## config.mk

```make
export PLATFORM = sky130hd
export DESIGN_NAME = elevator_scan_controller_flat
export DESIGN_NICKNAME = d
export VERILOG_FILES = /design/src/rtl/elevator_scan_controller_pkg.sv /design/src/rtl/elevator_scan_controller_if.sv /design/src/rtl/elevator_scan_controller_scan_dir_select.sv /design/src/rtl/elevator_scan_controller.sv /design/src/flat_wrapper.sv
export SDC_FILE = /design/constraint.sdc
export NUM_CORES = 1
export LEC_CHECK = 0
export BUFFER_PORTS_ARGS = -buffer_cell sky130_fd_sc_hd__clkbuf_2
export CORE_AREA = 3 3 63 76
export CTS_CLUSTER_DIAMETER = 40
export DETAILED_ROUTE_END_ITERATION = 10
export DIE_AREA = 0 0 66 79
export PLACE_DENSITY_LB_ADDON = 0.2
export SETUP_SLACK_MARGIN = 0.2
export SYNTH_ARGS = -nofsm -noshare
export SYNTH_HDL_FRONTEND = slang
export SYNTH_SLANG_ARGS = --single-unit
```

## constraint.sdc

```tcl
create_clock -name clk -period 6.6 [get_ports clk]
set_input_delay 1.32 -clock clk [delete_from_list [all_inputs] [get_ports clk]]
set_output_delay 1.32 -clock clk [all_outputs]
set_load 0.005 [all_outputs]
```

## src/rtl/elevator_scan_controller_pkg.sv

```systemverilog
// Shared elevator types: car state encoding and width helpers.
// FAULT keeps the encoding used by the express-car controller.
package elevator_pkg;

  typedef enum logic [1:0] {
    IDLE  = 2'd0,
    MOVE  = 2'd1,
    DOOR  = 2'd2,
    FAULT = 2'd3
  } state_e;

  function automatic int floor_w(input int num_floors);
    return (num_floors > 2) ? $clog2(num_floors) : 1;
  endfunction

  function automatic int max_int(input int a, input int b);
    return (a > b) ? a : b;
  endfunction

endpackage

```

## src/rtl/elevator_scan_controller_if.sv

```systemverilog
// Call-button inputs and car status outputs of the SCAN controller.
interface elevator_scan_controller_if #(
  parameter int NUM_FLOORS = 10
);
  import elevator_pkg::*;

  localparam int FLOOR_W = floor_w(NUM_FLOORS);

  logic [NUM_FLOORS-1:0] car_call;
  logic [NUM_FLOORS-1:0] hall_call;
  logic                  hold_door;
  logic                  stuck;
  logic                  over_temp;
  logic [FLOOR_W-1:0]    current_floor;
  logic                  dir_up;
  logic                  moving;
  logic                  door_open;
  logic                  arrived;
  logic [NUM_FLOORS-1:0] pending;
  logic                  maintenance_alarm;

  modport master (
    output car_call, hall_call, hold_door, stuck, over_temp,
    input  current_floor, dir_up, moving, door_open, arrived, pending, maintenance_alarm
  );

  modport slave (
    input  car_call, hall_call, hold_door, stuck, over_temp,
    output current_floor, dir_up, moving, door_open, arrived, pending, maintenance_alarm
  );

endinterface

```

## src/rtl/elevator_scan_controller_scan_dir_select.sv

```systemverilog
// Splits pending requests into ahead / behind / at the current floor
// relative to the committed direction, using masks built from a one-hot.
module scan_dir_select #(
  parameter int NUM_FLOORS = 10,
  parameter int FLOOR_W    = 4
) (
  input  logic [NUM_FLOORS-1:0] pending,
  input  logic [FLOOR_W-1:0]    current_floor,
  input  logic                  dir_up,
  output logic                  any_ahead,
  output logic                  any_behind,
  output logic                  here
);

  localparam logic [NUM_FLOORS-1:0] FLOOR_ONE = NUM_FLOORS'(1);

  logic [NUM_FLOORS-1:0] at_s;
  logic [NUM_FLOORS-1:0] below_s;
  logic [NUM_FLOORS-1:0] above_s;
  logic                  any_up_s;
  logic                  any_down_s;

  assign at_s       = FLOOR_ONE << current_floor;
  assign below_s    = at_s - FLOOR_ONE;
  assign above_s    = ~(below_s | at_s);
  assign any_up_s   = |(pending & above_s);
  assign any_down_s = |(pending & below_s);
  assign here       = |(pending & at_s);
  assign any_ahead  = dir_up ? any_up_s : any_down_s;
  assign any_behind = dir_up ? any_down_s : any_up_s;

endmodule

```

## src/rtl/elevator_scan_controller.sv

```systemverilog
// SCAN (collective) elevator controller: latched requests, timed travel,
// door dwell with hold, and a fault lock-out raising the maintenance alarm.
module elevator_scan_controller
  import elevator_pkg::*;
#(
  parameter int NUM_FLOORS    = 10,
  parameter int TRAVEL_CYCLES = 2,
  parameter int DOOR_CYCLES   = 4
) (
  input  logic                      clk,
  input  logic                      reset,
  elevator_scan_controller_if.slave bus
);

  localparam int FLOOR_W = floor_w(NUM_FLOORS);
  localparam int CNT_W   = max_int($clog2(TRAVEL_CYCLES + 1), $clog2(DOOR_CYCLES + 1));
  localparam logic [CNT_W-1:0]      TRAVEL_LAST = CNT_W'(TRAVEL_CYCLES - 1);
  localparam logic [CNT_W-1:0]      DOOR_LAST   = CNT_W'(DOOR_CYCLES - 1);
  localparam logic [CNT_W-1:0]      CNT_ONE     = CNT_W'(1);
  localparam logic [CNT_W-1:0]      CNT_ZERO    = CNT_W'(0);
  localparam logic [FLOOR_W-1:0]    FLOOR_STEP  = FLOOR_W'(1);
  localparam logic [NUM_FLOORS-1:0] FLOOR_ONE   = NUM_FLOORS'(1);

  state_e                state_r, state_nx;
  logic [FLOOR_W-1:0]    floor_r, floor_nx;
  logic                  dir_up_r, dir_nx;
  logic [CNT_W-1:0]      travel_cnt_r, travel_nx;
  logic [CNT_W-1:0]      door_cnt_r, door_nx;
  logic [NUM_FLOORS-1:0] pending_r, pending_nx;
  logic                  arrived_r, arrived_nx;
  logic                  moving_r, door_open_r, alarm_r;

  logic [NUM_FLOORS-1:0] calls_s, here_bit_s, step_bit_s, latch_mask_s, clear_s;
  logic [FLOOR_W-1:0]    step_floor_s;
  logic                  call_here_s, fault_s;
  logic                  any_ahead_s, any_behind_s, here_s;

  scan_dir_select #(
    .NUM_FLOORS (NUM_FLOORS),
    .FLOOR_W    (FLOOR_W)
  ) u_dir (
    .pending       (pending_r),
    .current_floor (floor_r),
    .dir_up        (dir_up_r),
    .any_ahead     (any_ahead_s),
    .any_behind    (any_behind_s),
    .here          (here_s)
  );

  assign calls_s      = bus.car_call | bus.hall_call;
  assign here_bit_s   = FLOOR_ONE << floor_r;
  assign call_here_s  = |(calls_s & here_bit_s);
  assign fault_s      = bus.stuck | bus.over_temp;
  assign step_floor_s = dir_up_r ? (floor_r + FLOOR_STEP) : (floor_r - FLOOR_STEP);
  assign step_bit_s   = FLOOR_ONE << step_floor_s;
  // A press at the floor where the car stands opens the door rather than queuing.
  assign latch_mask_s = ((state_r == IDLE) || (state_r == DOOR)) ? ~here_bit_s
                                                                 : {NUM_FLOORS{1'b1}};
  assign pending_nx   = (pending_r | (calls_s & latch_mask_s)) & ~clear_s;

  // Next-state, floor, direction and counter decisions.
  always_comb begin
    state_nx   = state_r;
    floor_nx   = floor_r;
    dir_nx     = dir_up_r;
    travel_nx  = travel_cnt_r;
    door_nx    = door_cnt_r;
    arrived_nx = 1'b0;
    clear_s    = {NUM_FLOORS{1'b0}};
    if (fault_s) begin
      state_nx  = FAULT;
      travel_nx = CNT_ZERO;
      door_nx   = CNT_ZERO;
    end else begin
      case (state_r)
        IDLE: begin
          if (call_here_s || here_s) begin
            state_nx = DOOR;
            door_nx  = CNT_ZERO;
            clear_s  = here_bit_s;
          end else if (any_ahead_s) begin
            state_nx  = MOVE;
            travel_nx = CNT_ZERO;
          end else if (any_behind_s) begin
            dir_nx    = ~dir_up_r;
            state_nx  = MOVE;
            travel_nx = CNT_ZERO;
          end else begin
            state_nx = IDLE;
          end
        end
        MOVE: begin
          if (travel_cnt_r == TRAVEL_LAST) begin
            floor_nx  = step_floor_s;
            travel_nx = CNT_ZERO;
            // The stepped-to floor is clear here, so "ahead of it" equals "ahead of us".
            if (|(pending_r & step_bit_s)) begin
              clear_s    = step_bit_s;
              arrived_nx = 1'b1;
              state_nx   = DOOR;
              door_nx    = CNT_ZERO;
            end else if (any_ahead_s) begin
              state_nx = MOVE;
            end else begin
              state_nx = IDLE;
            end
          end else begin
            travel_nx = travel_cnt_r + CNT_ONE;
          end
        end
        DOOR: begin
          if (bus.hold_door || call_here_s) begin
            door_nx = CNT_ZERO;
          end else if (door_cnt_r == DOOR_LAST) begin
            state_nx = IDLE;
            door_nx  = CNT_ZERO;
          end else begin
            door_nx = door_cnt_r + CNT_ONE;
          end
        end
        FAULT: begin
          state_nx = IDLE;
        end
        default: begin
          state_nx = IDLE;
        end
      endcase
    end
  end

  // State, position, request and output registers.
  always_ff @(posedge clk) begin
    if (reset) begin
      state_r      <= IDLE;
      floor_r      <= {FLOOR_W{1'b0}};
      dir_up_r     <= 1'b1;
      travel_cnt_r <= CNT_ZERO;
      door_cnt_r   <= CNT_ZERO;
      pending_r    <= {NUM_FLOORS{1'b0}};
      arrived_r    <= 1'b0;
      moving_r     <= 1'b0;
      door_open_r  <= 1'b0;
      alarm_r      <= 1'b0;
    end else begin
      state_r      <= state_nx;
      floor_r      <= floor_nx;
      dir_up_r     <= dir_nx;
      travel_cnt_r <= travel_nx;
      door_cnt_r   <= door_nx;
      pending_r    <= pending_nx;
      arrived_r    <= arrived_nx;
      moving_r     <= (state_nx == MOVE);
      door_open_r  <= (state_nx == DOOR);
      alarm_r      <= (state_nx == FAULT);
    end
  end

  assign bus.current_floor     = floor_r;
  assign bus.dir_up            = dir_up_r;
  assign bus.moving            = moving_r;
  assign bus.door_open         = door_open_r;
  assign bus.arrived           = arrived_r;
  assign bus.pending           = pending_r;
  assign bus.maintenance_alarm = alarm_r;

endmodule

```

## src/flat_wrapper.sv

```systemverilog
// flat-port wrapper written by rule: the top's interface ports become plain ports
module elevator_scan_controller_flat import elevator_pkg::*;
#(
  parameter int NUM_FLOORS    = 10,
  parameter int TRAVEL_CYCLES = 2,
  parameter int DOOR_CYCLES   = 4
)
  (clk, reset, bus_car_call, bus_hall_call, bus_hold_door, bus_stuck, bus_over_temp, bus_current_floor, bus_dir_up, bus_moving, bus_door_open, bus_arrived, bus_pending, bus_maintenance_alarm);
  elevator_scan_controller_if #(.NUM_FLOORS(NUM_FLOORS)) bus_i ();
  input  logic clk;
  input  logic reset;
  input wire logic [$bits(bus_i.car_call)-1:0] bus_car_call;
  input wire logic [$bits(bus_i.hall_call)-1:0] bus_hall_call;
  input wire logic [$bits(bus_i.hold_door)-1:0] bus_hold_door;
  input wire logic [$bits(bus_i.stuck)-1:0] bus_stuck;
  input wire logic [$bits(bus_i.over_temp)-1:0] bus_over_temp;
  output wire logic [$bits(bus_i.current_floor)-1:0] bus_current_floor;
  output wire logic [$bits(bus_i.dir_up)-1:0] bus_dir_up;
  output wire logic [$bits(bus_i.moving)-1:0] bus_moving;
  output wire logic [$bits(bus_i.door_open)-1:0] bus_door_open;
  output wire logic [$bits(bus_i.arrived)-1:0] bus_arrived;
  output wire logic [$bits(bus_i.pending)-1:0] bus_pending;
  output wire logic [$bits(bus_i.maintenance_alarm)-1:0] bus_maintenance_alarm;
  assign bus_i.car_call = bus_car_call;
  assign bus_i.hall_call = bus_hall_call;
  assign bus_i.hold_door = bus_hold_door;
  assign bus_i.stuck = bus_stuck;
  assign bus_i.over_temp = bus_over_temp;
  assign bus_current_floor = bus_i.current_floor;
  assign bus_dir_up = bus_i.dir_up;
  assign bus_moving = bus_i.moving;
  assign bus_door_open = bus_i.door_open;
  assign bus_arrived = bus_i.arrived;
  assign bus_pending = bus_i.pending;
  assign bus_maintenance_alarm = bus_i.maintenance_alarm;
  elevator_scan_controller #(.NUM_FLOORS(NUM_FLOORS), .TRAVEL_CYCLES(TRAVEL_CYCLES), .DOOR_CYCLES(DOOR_CYCLES)) u_core (.clk(clk), .reset(reset), .bus(bus_i));
endmodule
```

==> metrics, run 1 <==
drt total wl 6.126 mm; area of the die 5214 µm²; Placed Area 2422 µm²; Clock Latency Late Sink 0.28 ns; M3 GR Usage 3.678%; top-area cell type share of the netlist area 24.11%; crit path buf inv count 0; Fill cells 382; Post-layout nets 346; GR Util met2 41.73%; count leader, synth nor2_1; top cells by area, synth dfxtp_1, ha_1, nor2_1, o22ai_1, a21oi_1; CP Launch Type register; Avg Synthesized Cell Area 8.274 µm²; Slew HR 12.09%; TNS Setup 0 ns; GRT overflow 0; share of cells above drive strength 1 22.19%; Final Max Slew Viols 0; synthesized net count 314; DR WL/cell 17.21 µm; Period minus WS final 3.561 ns; r2r worst-path depth 11; Cell Pwr Density 135.3 nW/µm²; DRT antenna net count 0; final setup fails 0; Syn Inst Count 271; Max rail drop VDD 91.79 µV; total power 0.3339 mW; Top delay family on crit path simple AND/OR/NAND/NOR gates; Final Skew 0.002769 ns; Critical Path Max Stage Delay 0.81 ns; Setup CP Type register to register; final critical-path share of the clock period 53.96%; total of max-cap violations 0; Critical Path Stages 11; CP Cell Sequence or4b_2, ha_1, o21ai_0, ha_1, a22o_1, a221o_1, nor2_1, nand2_1, nand3_1, nand4_1, and3b_1; Slowest cell on crit path dfxtp_1; 1st-pass router iterations 5; gpl congestion 0.9641; row cnt 25; GR peak layer met2; synthesized flop and latch total 27; met1 GRT Util 34.18%; CTS tree done; root buffer cell clkbuf_8; first-pass GRT wire length 10.29 mm; cts repair resizes 0; htree depth 1; CTS Buf Count 3; P&R area growth vs syn 10.10%; sequential share of the synthesized area 24.11%; status finished clean; EDFF count, synth 0; FFs w/ async S/R, synth 0%; crit end category register; Hold Crit Class register to register; Core Area 4035 µm²; Worst Tran Pin Value 1.309 ns; Crit path required time 6.78 ns; fmax 280.8 MHz; number of buffers added on ports 43; Clock Path Buffers 2; initial antenna violation count 0; worst hold margin 0.4718 ns; unrepaired setup endpoints after global routing false; Final HPWL DP 4.771 mm; Remaining DRCs 0; Top cell by count, worst path ha_1; Cell variety after synth 69; Chip Height 79 µm; Synth area leader dfxtp_1; multi-input logic area 1534 µm²; Hold Path Cell Cnt 1; clk sinks 27; LEAKAGE 1.017 nW; total track usage 25.04%; initial core utilization 55.57%; # Post-CTS Setup Buffers 0; IO Pins 44; antenna diode count 0; Primary FF master, synth dfxtp_1; Sequential Area 540.5 µm²; vias 2190; Synth top cells by count nor2_1, dfxtp_1, ha_1, inv_1; CP Max Fanout 23; Synth warnings 0; Design Area, Final 2469 µm²; vias per cell 6.152; Hold Buf Count CTS 0; vias in the first global route 2104; final hold vios 0; die width 66 µm; mapped cell area 2242 µm²; WP data arrival 3.74 ns; DR iter-0 viols 167; pin count of the biggest net entering global routing 24; Clock Pin Slew Worst Setup and Hold Paths 0.10 ns
==> final timing paths <==
path,from,endpoint,slack (ns)
max,u_core.bus.current_floor[0]$_SDFFE_PP0P_,u_core.bus.maintenance_alarm$_SDFF_PP0_,3.04
min,u_core.door_cnt_r[2]$_SDFFE_PP0P_,u_core.door_cnt_r[2]$_SDFFE_PP0P_,0.47
max reg2reg,u_core.bus.current_floor[0]$_SDFFE_PP0P_,u_core.bus.maintenance_alarm$_SDFF_PP0_,3.04
min reg2reg,u_core.door_cnt_r[2]$_SDFFE_PP0P_,u_core.door_cnt_r[2]$_SDFFE_PP0P_,0.47
==> cells by family (layout without fill, tap and decap cells) <==
family	Yosys count	in the layout	synth area share, %
AOI/OAI and AO/OA	75	75	24.78
xor gates and xnor gates	6	6	2.679
adders and majority gates	18	18	10.38
buffers and inverters	33	64	7.478
DFF	27	27	24.11
muxes	7	7	3.739
and+or+nand+nor	105	105	26.84
==> cell type report <==
| class | count | area share (%) |
|---|---|---|
| repair buffers | 43 | 8.718 |
| inverters | 17 | 2.636 |
| clock buffers | 3 | 1.673 |
| multi-input cells | 211 | 62.14 |
| clock inverters | 1 | 0.2027 |
| well taps | 54 | 2.737 |
| flip-flops and latches | 27 | 21.90 |
==> power by group <==
group / switching, mW / total [mW] / internal [mW]
sequential: 0.0133 / 0.183 / 0.169
clock: 0.0547 / 0.0971 / 0.0424
combinational: 0.0284 / 0.0541 / 0.0257
total: 0.0965 / 0.334 / 0.237
==> placed cells by master, fill, tap and decap left out, drive strengths merged, types with 3 or more instances in the layout <==
master and instances:
a2111oi 3, a21oi 15, a22o 4, a22oi 7
a31oi 7, clkbuf 46, dfxtp 27, ha 17
inv 16, mux2i 5, nand2 14, nand2b 3
nand3 4, nand4b 4, nor2 38, nor2b 3
nor3 9, nor3b 3, nor4 7, o21ai 4
o22ai 12, o31ai 8, or4b 4, xnor2 5
==> stage by stage <==
step           instances  setup WS [ns]  utilization (%)
4_1_cts              356          3.071            61.18
5_1_grt              356          2.783            61.18
3_3_place_gp         352          3.154            60.03
2_1_floorplan        271          3.520                -
6_report             356          3.039            61.18
3_5_place_dp         352          3.079            60.03
==> registers in the layout, summed over array words and instances, names as in the netlist, 2 cells and up <==
signal                    cells
u_core.bus.current_floor      4
u_core.bus.pending           10
u_core.door_cnt_r             3
u_core.state_r                2
u_core.travel_cnt_r           3
==> per-layer routing <==
layer  part of all wire [%]  routed length [µm]
met5                      0                   0
met4                    1.0                  64
met3                    6.6                 406
met1                     43                2631
met2                     49                3023
Note: power is estimated with default switching activity, not from simulation.
==> run 2: changes to the inputs <==
==> constraint.sdc (replaced) <==
create_clock -name clk -period 3.3 [get_ports clk]
set_input_delay 0.66 -clock clk [delete_from_list [all_inputs] [get_ports clk]]
set_output_delay 0.66 -clock clk [all_outputs]
set_load 0.005 [all_outputs]
==> run 2 against run 1 <==
Global-route usage grew 0.13 points. Cell area grew 4.6%. Via count grew 2.4%. Clock skew grew 0.0070 ns. Critical path depth is the same. Hold slack lost 0.0042 ns. Largest power group unchanged. Count of clock-buffer cells in the layout grew 1. Critical endpoint unchanged.
==> metrics, run 2 (synthesis results as in run 1) <==
sequential power share 54.2% (-0.5 points); M3 GR Usage 2.970% (-0.71 points); met1 GRT Util 34.44% (+0.26 points); root buffer cell clkbuf_8; CP Launch Type register; pin count of the biggest net entering global routing 22 (-8.3%); initial antenna violation count 0 (unchanged); share of cells above drive strength 1 26.43% (+4.2 points); Remaining DRCs 0 (unchanged); # Post-CTS Setup Buffers 0 (unchanged); vias 2242 (+2.4%); Final Skew 0.009768 ns (+0.006999 ns); vias per cell 6.092 (-0.96%); Worst R2R Start u_core.bus.current_floor[1]$_SDFFE_PP0P_; Max rail drop VDD 152.2 µV (+66%); CTS Buf Count 3 (unchanged); DRT antenna net count 0 (unchanged); Hold Crit Class register to register; Gate power share 17.4% (+1.2 points); DR iter-0 viols 231 (+38%); Period minus WS final 2.979 ns (-0.5825 ns); GR peak layer met2; fmax 335.7 MHz (+20%); Clock Latency Late Sink 0.27 ns (about the same); Hold Path Cell Cnt 1 (unchanged); number of buffers added on ports 43 (unchanged); total power 0.6670 mW (+100%); TNS Setup 0 ns (unchanged); P&R area growth vs syn 15.18%; P_int 0.4786 mW (+100%); die width 66 µm (unchanged); Cells after DPL 364 (+3.4%); DR WL/cell 17.51 µm (+1.8%); final critical-path share of the clock period 90.27% (+36 points); Final Max Slew Viols 0 (unchanged); antenna diode count 0 (unchanged); 1st-pass router iterations 4 (-1); area of the die 5214 µm² (unchanged); Placed Area 2512 µm² (+3.7%); R2R setup slack 0.32 ns (-2.72 ns); unrepaired setup endpoints after global routing false; Clock Pin Slew Worst Setup and Hold Paths 0.10 ns (about the same); CTS tree done; GR Util met2 41.02% (-0.70 points); gpl congestion 0.9720 (+0.82%); initial core utilization 55.57% (unchanged); Slew HR 61.67% (+50 points); total track usage 25.18% (+0.13 points); Slowest cell on crit path or4b_2; most frequent cells in the layout clkbuf_2, nor2_1, dfxtp_1; Post-layout nets 358 (+3.5%); Core Area 4035 µm² (unchanged); WP data arrival 3.15 ns (-0.59 ns); crit end category register; final setup fails 0 (unchanged); row cnt 25 (unchanged); htree depth 1 (unchanged); CP Cell Sequence or4b_2, ha_2, o21ai_0, ha_1, a22o_1, a221o_1, nor2_2, nand2_1, nand3_1, nand4_1, and3b_1; IO Pins 44 (unchanged); commonest non-fill, non-tap cell in the layout clkbuf_2; total of max-cap violations 0 (unchanged); Fill cells 375 (-1.8%); Clock Path Buffers 2 (unchanged); Setup CP Type register to register; final hold vios 0 (unchanged); CP Max Fanout 4 (-83%); r2r worst-path depth 11 (unchanged); Final HPWL DP 4.965 mm (+4.1%); critical hold path startpoint u_core.door_cnt_r[2]$_SDFFE_PP0P_; LEAKAGE 1.083 nW (+6.5%); GRT overflow 0 (unchanged); drt total wl 6.444 mm (+5.2%); Design Area, Final 2582 µm² (+4.6%); Clk pwr share 28.3% (-0.8 points); Cell Count, Final, Fillers Out 368 (+3.4%); Cell Pwr Density 258.3 nW/µm² (+91%); Crit path required time 3.47 ns (-3.31 ns); Worst Tran Pin Value 0.5605 ns (-0.7481 ns); P_sw 0.1885 mW (+95%); switching share of total power 28.26% (-0.63 points); worst r2r dst u_core.bus.maintenance_alarm$_SDFF_PP0_; vias in the first global route 2008 (-4.6%); clk sinks 27 (unchanged); Chip Height 79 µm (unchanged); Hold Path Sink u_core.door_cnt_r[2]$_SDFFE_PP0P_; status finished clean; Critical Path Max Stage Delay 0.70 ns (-0.11 ns); first-pass GRT wire length 10.15 mm (-1.3%); max FFs per register 10 (unchanged)
run 2: worst max path at each step:
stage	slack (ns)	endpoint	from	depth (start not counted)
after global routing	0.22	u_core.door_cnt_r[0]$_SDFFE_PP0P_	u_core.bus.dir_up$_SDFFE_PP1P_	11
after floorplan	0.22	u_core.bus.maintenance_alarm$_SDFF_PP0_	u_core.bus.current_floor[0]$_SDFFE_PP0P_	12
after CTS	0.27	u_core.bus.maintenance_alarm$_SDFF_PP0_	u_core.bus.current_floor[3]$_SDFFE_PP0P_	11
after detailed placement	0.28	u_core.bus.maintenance_alarm$_SDFF_PP0_	u_core.bus.current_floor[3]$_SDFFE_PP0P_	11
final	0.32	u_core.bus.maintenance_alarm$_SDFF_PP0_	u_core.bus.current_floor[1]$_SDFFE_PP0P_	11
after global placement	0.33	u_core.bus.maintenance_alarm$_SDFF_PP0_	u_core.bus.current_floor[3]$_SDFFE_PP0P_	11
run 2: per-layer routing:
layer,vias up,part of all wire (%),routed length (µm)
met5,-,0,0
met4,0,2.1,135
met3,13,8.7,559
met2,98,48,3107
met1,1030,41,2641
li1,1101,-,-
run 2: layout make-up:
class | instances | area, µm² | share of cell area, %
clock buffer | 4 | 45.04 | 1.744
inverter | 17 | 65.06 | 2.519
multi-input combinational | 211 | 1558 | 60.32
sequential | 27 | 541.8 | 20.98
tap | 54 | 67.56 | 2.616
timing repair buffer | 55 | 305.3 | 11.82
run 2: repair_timing:
item	4_1_cts	5_1_grt
hold buffers	0	0
setup endpoints to repair	0	15
resized for setup	0	6
run 2: metrics by stage:
| stage | utilization [%] | hold slack (ns) | setup slack [ns] |
|---|---|---|---|
| 4_1_cts | 63.38 | 0.4687 | 0.2712 |
| 3_5_place_dp | 62.26 | 0.4552 | 0.2800 |
| 2_1_floorplan | - | 0.4376 | 0.2200 |
| 3_3_place_gp | 62.26 | 0.4502 | 0.3276 |
| 6_report | 64.00 | 0.4676 | 0.3211 |
| 5_1_grt | 64.00 | 0.4838 | 0.2152 |
run 2: power groups by stage:
stage	Combinational (mW)	Sequential (mW)	Clock [mW]
after floorplan	0.0756	0.359	0
final	0.116	0.362	0.189
after global routing	0.128	0.362	0.208
after detailed placement	0.115	0.367	0
after CTS	0.116	0.360	0.190
after global placement	0.114	0.367	0
run 2: worst max-delay path, delay by kind of cell, from the launching register on:
kind	cells	cell delay, ns
AO/OA/AOI/OAI	3	0.61
adder cells (fa/ha/maj)	2	0.48
flip-flops	1	0.34
AND/OR/NAND/NOR	6	1.44
==> run 3: changes to the inputs <==
==> constraint.sdc (replaced) <==
create_clock -name clk -period 3.7 [get_ports clk]
set_input_delay 0.74 -clock clk [delete_from_list [all_inputs] [get_ports clk]]
set_output_delay 0.74 -clock clk [all_outputs]
set_load 0.005 [all_outputs]
==> run 3 against run 2 <==
Global-route usage increased by 0.74 points. Die area unchanged. Hold slack improved by 0.0021 ns. Register-to-register slack improved by 0.15 ns. Via count increased by 1.6%. Power decreased by 9.6%. Cell area decreased by 2.1%. Setup slack improved by 0.15 ns. Clock skew decreased by 0.0068 ns. Critical path type unchanged. Critical endpoint unchanged.
==> metrics, run 3 (synthesis results as in run 1) <==
Crit path required time 3.88 ns (+0.41 ns); DRT antenna net count 0 (unchanged); LEAKAGE 1.058 nW (-2.3%); # Post-CTS Setup Buffers 0 (unchanged); Clock Latency Late Sink 0.27 ns (about the same); vias per cell 6.255 (+2.7%); Hold Crit Class register to register; most frequent cells in the layout clkbuf_2, nor2_1, dfxtp_1; antenna diode count 0 (unchanged); CP Max Fanout 14 (+10); final setup fails 0 (unchanged); vias 2277 (+1.6%); Hold Buf Count CTS 0 (unchanged); pin count of the biggest net entering global routing 22 (unchanged); commonest non-fill, non-tap cell in the layout clkbuf_2; Setup CP Type register to register; die width 66 µm (unchanged); Clock Pin Slew Worst Setup and Hold Paths 0.10 ns (about the same); max FFs per register 10 (unchanged); unrepaired setup endpoints after global routing false; root buffer cell clkbuf_8; Final Max Slew Viols 0 (unchanged); number of buffers added on ports 43 (unchanged); Final HPWL DP 5.052 mm (+1.8%); clk sinks 27 (unchanged); vias in the first global route 2065 (+2.8%); Cells after DPL 360 (-1.1%); Clock Path Buffers 2 (unchanged); cts repair resizes 0 (unchanged); status finished clean; gpl congestion 0.9476 (-2.5%); 1st-pass router iterations 4 (unchanged); TNS Setup 0 ns (unchanged); WP data arrival 3.41 ns (+0.26 ns); Period minus WS final 3.227 ns (+0.2485 ns); area of the die 5214 µm² (unchanged); DR iter-0 viols 153 (-34%); htree depth 1 (unchanged); Final Skew 0.002982 ns (-0.006786 ns); Worst Tran Pin Value 0.5813 ns (+0.02080 ns); Cell Count, Final, Fillers Out 364 (-1.1%); IO Pins 44 (unchanged); crit end category register; final hold vios 0 (unchanged); CTS tree done; Chip Height 79 µm (unchanged); row cnt 25 (unchanged); Core Area 4035 µm² (unchanged); Post-layout nets 354 (-1.1%); Remaining DRCs 0 (unchanged); P&R area growth vs syn 12.78%; worst slack at placement 0.5337 ns (+0.2537 ns); DR WL/cell 18.01 µm (+2.9%); CP Launch Type register; Slew HR 60.24% (-1.4 points); drt total wl 6.557 mm (+1.8%); fmax 309.9 MHz (-7.7%); total track usage 25.91% (+0.74 points); first-pass GRT wire length 10.42 mm (+2.7%); worst setup margin 0.4726 ns (+0.1515 ns); GRT overflow 0 (unchanged); final critical-path share of the clock period 87.23% (-3.0 points); initial antenna violation count 0 (unchanged); Cell Pwr Density 238.5 nW/µm² (-7.7%); share of cells above drive strength 1 24.19% (-2.2 points); total of max-cap violations 0 (unchanged); total power 0.6031 mW (-9.6%); CTS Buf Count 3 (unchanged); Max rail drop VDD 129.1 µV (-15%); initial core utilization 55.57% (unchanged)
## run 3: cell types whose count changed in the layout (fill, tap and decap cells not counted), sizes merged
cell / delta
buf: -4
clkbuf: -1
clkinv: +1
## run 3: metrics by stage
stage          util, %  instance area (µm²)  hold slack [ns]
2_1_floorplan        -                 2242           0.4376
3_3_place_gp     61.52                 2482           0.4526
3_5_place_dp     61.52                 2482           0.4571
4_1_cts          62.67                 2529           0.4704
5_1_grt          62.67                 2529           0.4932
6_report         62.67                 2529           0.4697
## run 3: path summary, 6_finish.rpt
kind	cells after the start	to	slack [ns]	start
worst max-delay path	12	u_core.bus.maintenance_alarm$_SDFF_PP0_	0.47	u_core.bus.current_floor[0]$_SDFFE_PP0P_
worst min-delay path	1	u_core.door_cnt_r[2]$_SDFFE_PP0P_	0.47	u_core.door_cnt_r[2]$_SDFFE_PP0P_
worst max register to register	12	u_core.bus.maintenance_alarm$_SDFF_PP0_	0.47	u_core.bus.current_floor[0]$_SDFFE_PP0P_
worst min register to register	1	u_core.door_cnt_r[2]$_SDFFE_PP0P_	0.47	u_core.door_cnt_r[2]$_SDFFE_PP0P_
## run 3: final cells by class
class,count,area [µm²]
fillers,365,1506
repair buffers,51,275.3
clock inverters,1,5.005
flip-flops and latches,27,540.5
multi-input cells,211,1534
inverters,17,65.06
clock buffers,3,41.29
well taps,54,67.56
## run 3: power breakdown
| group | switching [mW] | internal (mW) |
|---|---|---|
| clock | 0.101 | 0.0756 |
| combinational | 0.0575 | 0.0475 |
| sequential | 0.0195 | 0.302 |
## run 3: per-layer routing
metal | routed length, µm | global-route usage, %
met1 | 2602 | 32.35
met5 | 0 | 0
met2 | 3244 | 43.33
met3 | 540 | 5.941
met4 | 170 | 8.943
## run 3: worst max-delay path, stage by stage, from the launching register on
cell	delay, ns
dfxtp_1	0.34
buf_4	0.18
or4b_2	0.68
ha_1	0.27
o21ai_0	0.09
ha_1	0.25
a22o_1	0.23
a221o_1	0.27
nor2_1	0.18
nand2_1	0.14
nand3_1	0.13
nand4_1	0.14
and3b_1	0.22
